**config.mk**
```make
export PLATFORM = sky130hd
export DESIGN_NAME = cnu_minsum_serial
export DESIGN_NICKNAME = d
export VERILOG_FILES = /design/src/rtl/cnu_minsum_serial.sv
export SDC_FILE = /design/constraint.sdc
export NUM_CORES = 1
export LEC_CHECK = 0
export BUFFER_PORTS_ARGS = -buffer_cell sky130_fd_sc_hd__buf_2
export CORE_ASPECT_RATIO = 1.1
export CORE_MARGIN = 2
export CORE_UTILIZATION = 55
export CTS_CLUSTER_DIAMETER = 40
export DETAILED_ROUTE_END_ITERATION = 10
export PLACE_DENSITY = 0.74
export SKIP_CTS_REPAIR_TIMING = 1
export SYNTH_ARGS = -nofsm -noshare
export SYNTH_HDL_FRONTEND = slang
export SYNTH_SLANG_ARGS = --single-unit
export TNS_END_PERCENT = 30
```
**constraint.sdc**
```tcl
create_clock -name clk -period 2.42 [get_ports clk]
set_clock_uncertainty 0.2 [all_clocks]
set_input_delay 0 -clock clk [delete_from_list [all_inputs] [get_ports clk]]
set_output_delay 0 -clock clk [all_outputs]
set_load 0.005 [all_outputs]
```
**src/rtl/cnu_minsum_serial.sv**
```systemverilog
// ---------------------------------------------------------------------------
// cnu_minsum_serial
//   Serial offset min-sum check node unit for a layered LDPC decoder.
//   Collects DEGREE variable-to-check messages of one parity row (one per
//   beat), then streams DEGREE check-to-variable messages back in edge order.
//   A result bank separate from the collector lets row N+1 be collected while
//   row N is emitted, so both streams sustain one beat per cycle.
//
// Parameters
//   DEGREE  edges per row (2..64)
//   MAG_W   message magnitude width
//   OFFSET  offset subtracted from output magnitudes, saturating at 0
//
// Ports
//   clk        clock, rising edge
//   rst        asynchronous active-high reset
//   in_valid   input beat valid
//   in_ready   input beat accepted when in_valid && in_ready
//   in_data    {hard, sign, magnitude[MAG_W-1:0]}
//   out_valid  output beat valid
//   out_ready  output beat accepted when out_valid && out_ready
//   out_data   {sign, magnitude[MAG_W-1:0]}
//   out_last   high on the beat for edge DEGREE-1
//   p_bit      XOR of the row's hard decisions, held for the whole row
// ---------------------------------------------------------------------------
module cnu_minsum_serial #(
    parameter int DEGREE = 6,
    parameter int MAG_W  = 4,
    parameter int OFFSET = 0
) (
    input  logic             clk,
    input  logic             rst,
    input  logic             in_valid,
    output logic             in_ready,
    input  logic [MAG_W+1:0] in_data,
    output logic             out_valid,
    input  logic             out_ready,
    output logic [MAG_W:0]   out_data,
    output logic             out_last,
    output logic             p_bit
);

    localparam int              CW      = $clog2(DEGREE);
    localparam logic [CW-1:0]   LAST    = CW'(DEGREE - 1);
    localparam logic [MAG_W-1:0] MAG_MAX = '1;
    localparam logic [MAG_W-1:0] OFF     = MAG_W'(OFFSET);

    // Collector state
    logic [CW-1:0]    in_cnt_q, in_cnt_d;
    logic [MAG_W-1:0] min1_q, min1_d, min2_q, min2_d;
    logic [CW-1:0]    idx1_q, idx1_d;
    logic             sx_q, sx_d, par_q, par_d;
    logic [DEGREE-1:0] sv_q, sv_d;

    // Output bank state
    logic             full_q, full_d;
    logic [CW-1:0]    out_cnt_q, out_cnt_d;
    logic [MAG_W-1:0] b_min1_q, b_min1_d, b_min2_q, b_min2_d;
    logic [CW-1:0]    b_idx1_q, b_idx1_d;
    logic             b_sx_q, b_sx_d, b_par_q, b_par_d;
    logic [DEGREE-1:0] b_sv_q, b_sv_d;

    // Collector values including the current beat
    logic [MAG_W-1:0] m;
    logic             s, h;
    logic [MAG_W-1:0] u_min1, u_min2;
    logic [CW-1:0]    u_idx1;
    logic             u_sx, u_par;
    logic [DEGREE-1:0] u_sv;

    logic in_fire, out_fire, out_done, row_done;

    assign m = in_data[MAG_W-1:0];
    assign s = in_data[MAG_W];
    assign h = in_data[MAG_W+1];

    assign out_fire = full_q && out_ready;
    assign out_done = out_fire && (out_cnt_q == LAST);
    // Only the final beat of a row needs the bank; it may enter in the same
    // cycle the bank drains its last beat.
    assign in_ready = !((in_cnt_q == LAST) && full_q && !out_done);
    assign in_fire  = in_valid && in_ready;
    assign row_done = in_fire && (in_cnt_q == LAST);

    always_comb begin
        u_min1 = min1_q;
        u_min2 = min2_q;
        u_idx1 = idx1_q;
        // Strict compares: a tie with min1 lands in min2, keeping idx1 at the
        // first occurrence of the minimum.
        if (m < min1_q) begin
            u_min2 = min1_q;
            u_min1 = m;
            u_idx1 = in_cnt_q;
        end else if (m < min2_q) begin
            u_min2 = m;
        end
        u_sx  = sx_q ^ s;
        u_par = par_q ^ h;
        u_sv  = sv_q;
        u_sv[in_cnt_q] = s;
    end

    always_comb begin
        in_cnt_d = in_cnt_q;
        min1_d   = min1_q;
        min2_d   = min2_q;
        idx1_d   = idx1_q;
        sx_d     = sx_q;
        par_d    = par_q;
        sv_d     = sv_q;
        if (in_fire) begin
            if (row_done) begin
                in_cnt_d = '0;
                min1_d   = MAG_MAX;
                min2_d   = MAG_MAX;
                idx1_d   = '0;
                sx_d     = 1'b0;
                par_d    = 1'b0;
                sv_d     = '0;
            end else begin
                in_cnt_d = in_cnt_q + CW'(1);
                min1_d   = u_min1;
                min2_d   = u_min2;
                idx1_d   = u_idx1;
                sx_d     = u_sx;
                par_d    = u_par;
                sv_d     = u_sv;
            end
        end
    end

    always_comb begin
        full_d    = full_q;
        out_cnt_d = out_cnt_q;
        b_min1_d  = b_min1_q;
        b_min2_d  = b_min2_q;
        b_idx1_d  = b_idx1_q;
        b_sx_d    = b_sx_q;
        b_par_d   = b_par_q;
        b_sv_d    = b_sv_q;
        if (out_fire) begin
            if (out_done) begin
                full_d    = 1'b0;
                out_cnt_d = '0;
            end else begin
                out_cnt_d = out_cnt_q + CW'(1);
            end
        end
        // A completed row reloads the bank; this wins over a simultaneous drain.
        if (row_done) begin
            full_d    = 1'b1;
            out_cnt_d = '0;
            b_min1_d  = u_min1;
            b_min2_d  = u_min2;
            b_idx1_d  = u_idx1;
            b_sx_d    = u_sx;
            b_par_d   = u_par;
            b_sv_d    = u_sv;
        end
    end

    always_ff @(posedge clk or posedge rst) begin
        if (rst) begin
            in_cnt_q  <= '0;
            min1_q    <= MAG_MAX;
            min2_q    <= MAG_MAX;
            idx1_q    <= '0;
            sx_q      <= 1'b0;
            par_q     <= 1'b0;
            sv_q      <= '0;
            full_q    <= 1'b0;
            out_cnt_q <= '0;
            b_min1_q  <= MAG_MAX;
            b_min2_q  <= MAG_MAX;
            b_idx1_q  <= '0;
            b_sx_q    <= 1'b0;
            b_par_q   <= 1'b0;
            b_sv_q    <= '0;
        end else begin
            in_cnt_q  <= in_cnt_d;
            min1_q    <= min1_d;
            min2_q    <= min2_d;
            idx1_q    <= idx1_d;
            sx_q      <= sx_d;
            par_q     <= par_d;
            sv_q      <= sv_d;
            full_q    <= full_d;
            out_cnt_q <= out_cnt_d;
            b_min1_q  <= b_min1_d;
            b_min2_q  <= b_min2_d;
            b_idx1_q  <= b_idx1_d;
            b_sx_q    <= b_sx_d;
            b_par_q   <= b_par_d;
            b_sv_q    <= b_sv_d;
        end
    end

    // Output beat is decoded purely from bank registers.
    logic [MAG_W-1:0] sel_mag;
    logic [MAG_W:0]   diff;
    logic [MAG_W-1:0] off_mag;

    assign sel_mag = (out_cnt_q == b_idx1_q) ? b_min2_q : b_min1_q;
    // Borrow bit of the extended subtraction flags underflow -> clamp to 0.
    assign diff    = {1'b0, sel_mag} - {1'b0, OFF};
    assign off_mag = diff[MAG_W] ? '0 : diff[MAG_W-1:0];

    assign out_valid = full_q;
    assign out_data  = full_q ? {b_sx_q ^ b_sv_q[out_cnt_q], off_mag} : '0;
    assign out_last  = full_q && (out_cnt_q == LAST);
    assign p_bit     = full_q && b_par_q;

endmodule
```
==> out/qor.txt <==
Peak supply drop: 0.000543 V
DRC marker count from the first detailed-route iteration: 112
RR Startpoint: min2_q[1]
Post-Route WL: 5.33 mm
Max Freq: 448 MHz
GPL Wtd Cong: 0.879
Row cnt: 25
Layout Nets: 315
Max-Cap Viols: 0
Vias: 1,983
Vias in the first global route: 1,774
Mean Syn Cell Area: 9.42 sq um
Insertion delay to the later sink of the worst-skew pair: 300 ps
Yosys top cell area share: 29.4%
Ratio of cells with drive above 1 in the final layout: 19.3%
Worst Setup SP: min2_q[1]
Pin count of the biggest net entering global routing: 46
Yosys top cell by area: dfrtp_1
Num CTS Buffers: 5
Final Critical Period: 2230 ps
Synthesized cell area: 2470 sq um
Routed Antenna Nets: 0
Clk buf depth: 2
CTS tree: built
Setup_tns: 0 ps
Yosys reg bits: 45
Crit end category: register
Initial Utilization: 57.2%
Status: finished, final reports clean
Max_slew headroom: 58.7%
R2R Path End: min2_q[2]
Crit start category: register
Synth async-reset ratio: 100%
Seq/Total Area, Yosys: 46.5%
Core area: 4320 sq um
Cells after synthesis: 262
Crit Path Max Fanout: 4
GRT Residual Overflow: 0
Min-delay worst type: in -> async
First-pass GRT wire length: 8.67 mm
Area Growth Syn to Fin: 15.8%
Slew @ Worst Pin: 612 ps
Final Slew Violations: 0
Htree depth: 2
Critical path's slowest cell: dfstp_2
Vias per cell: 5.67
Buffers on Ports: 18
DR WL/cell: 15.2 microns
DIE HEIGHT: 74.2 microns
Synth top area cells: dfrtp_1 (29%), dfstp_2 (17%), ha_1 (5.1%), mux2i_1 (4.9%), nand2_1 (4.0%)
Critical-path cell list: inv_1 -> ha_1 -> or3b_4 -> a21o_1 -> a2111oi_0 -> nor2_1
Antenna fix cells: 0
Dominant synthesized flop cell: dfrtp_1
Root buffer cell: clkbuf_8
Final Cycle Share: 92.2%
WS Path Type: reg -> reg
Total GRT Usage: 23.3%
Die area: 5040 sq um
Residual DRC count: 0
Ys Warns: 0
Die W: 67.9 microns
Total I/O pin count: 19
Leak pwr: 0.00134 uW
Yosys cell types: 42
FILL cells: 366
Unrepaired setup endpoints after global routing: false
Dpl hpwl: 3.80 mm
Net count after synthesis: 282
Crit-path max cell delay: 560 ps
R2R setup slack: 190 ps
Total clock sinks: 45
Arrival @ worst endpoint: 2260 ps
Final Hold Viols: 0
Antenna violations before repair: 0
Drt first pass iters: 4
Required @ worst endpoint: 2450 ps
Clock-pin slew on the worst setup and hold paths: 90 ps
Setup-violating endpoint count in the final report: 0
Worst R2R Path Depth: 6
Post-layout util: 66.2%
Pwr dens: 1280 nW/um^2
Top-count cell post-synth: dfrtp_1
Post-synth EDFFs: 0
Most common library cells after synthesis: dfrtp_1 (29), nand2_1 (26), nor2_1 (26)
==> worst max-delay path: cells and delay by family (launching register included) <==
| family | cells | cell delay, ps |
|---|---|---|
| compound gates | 2 | 660 |
| flops | 1 | 560 |
| simple gates | 2 | 480 |
| fa+ha+maj | 1 | 210 |
| buf+inv | 1 | 50 |
==> through the flow <==
step	hold WS [ps]	std cells	total power, uW	cell area, sq um	setup slack (ps)
6_report	167	350	3660	2860	188
3_5_place_dp	-27.3	333	3170	2680	162
4_1_cts	-361	341	3660	2770	144
3_3_place_gp	-32.3	333	3120	2680	194
5_1_grt	229	350	3970	2860	36.8
2_1_floorplan	-86.2	262	2660	2470	334
==> final cells by class <==
| class | instances | area, sq um | share of cell area, % |
|---|---|---|---|
| Clock buffer | 5 | 68.8 | 2.41 |
| Multi-Input combinational cell | 187 | 1210 | 42.4 |
| Inverter | 18 | 67.6 | 2.36 |
| Timing Repair Buffer | 38 | 275 | 9.63 |
| Sequential cell | 45 | 1150 | 40.1 |
| Clock inverter | 3 | 21.3 | 0.744 |
| Tap cell | 54 | 67.6 | 2.36 |
==> registers in the layout, indices dropped and copies added (netlist names) <==
name	cells
out_valid	1
sx_q	1
min1_q	4
par_q	1
sv_q	6
b_idx1_q	3
b_sv_q	6
min2_q	4
b_min1_q	4
b_par_q	1
b_sx_q	1
out_cnt_q	3
b_min2_q	4
idx1_q	3
in_cnt_q	3
==> where the power goes <==
| group | internal, uW | switching [uW] |
|---|---|---|
| clock | 205 | 276 |
| sequential | 1210 | 327 |
| combinational | 796 | 853 |
| total | 2210 | 1460 |
==> worst max-delay path by stage <==
| stage | to | slack (ps) | depth (start not counted) |
|---|---|---|---|
| 4_1_cts | b_min2_q[3] | 140 | 7 |
| 2_1_floorplan | min2_q[1] | 330 | 6 |
| 3_3_place_gp | b_min2_q[3] | 190 | 7 |
| 5_1_grt | min2_q[2] | 40 | 6 |
| 6_report | min2_q[2] | 190 | 6 |
| 3_5_place_dp | b_min2_q[3] | 160 | 7 |
==> placed cells by master, fill, tap and decap left out, types with 12 or more instances in the layout <==
| master | synthesis | final |
|---|---|---|
| inv_1 | 18 | 17 |
| buf_2 | 5 | 18 |
| nand2_1 | 26 | 26 |
| mux2i_1 | 12 | 12 |
| dfstp_2 | 16 | 16 |
| dfrtp_1 | 29 | 29 |
| o21ai_0 | 18 | 17 |
| nor2_1 | 26 | 26 |
| a21oi_1 | 16 | 16 |
==> kinds of logic after synthesis <==
logic type / count (synthesis) / synth area share [%]
compound gates: 76 / 19.8
xor+xnor: 5 / 1.77
fa+ha+maj: 10 / 5.07
buf+inv: 30 / 4.82
flops: 45 / 46.5
mux: 15 / 6.85
simple gates: 81 / 15.2
==> metal layers <==
metal | track usage (%) | up-vias | wire length, microns
li1 | - | 992 | -
met1 | 34.5 | 938 | 2630
met2 | 34.1 | 44 | 2360
met3 | 5.14 | 9 | 249
met4 | 7.56 | 0 | 87
met5 | 0 | - | 0
Note: power is estimated with default switching activity, not from simulation.
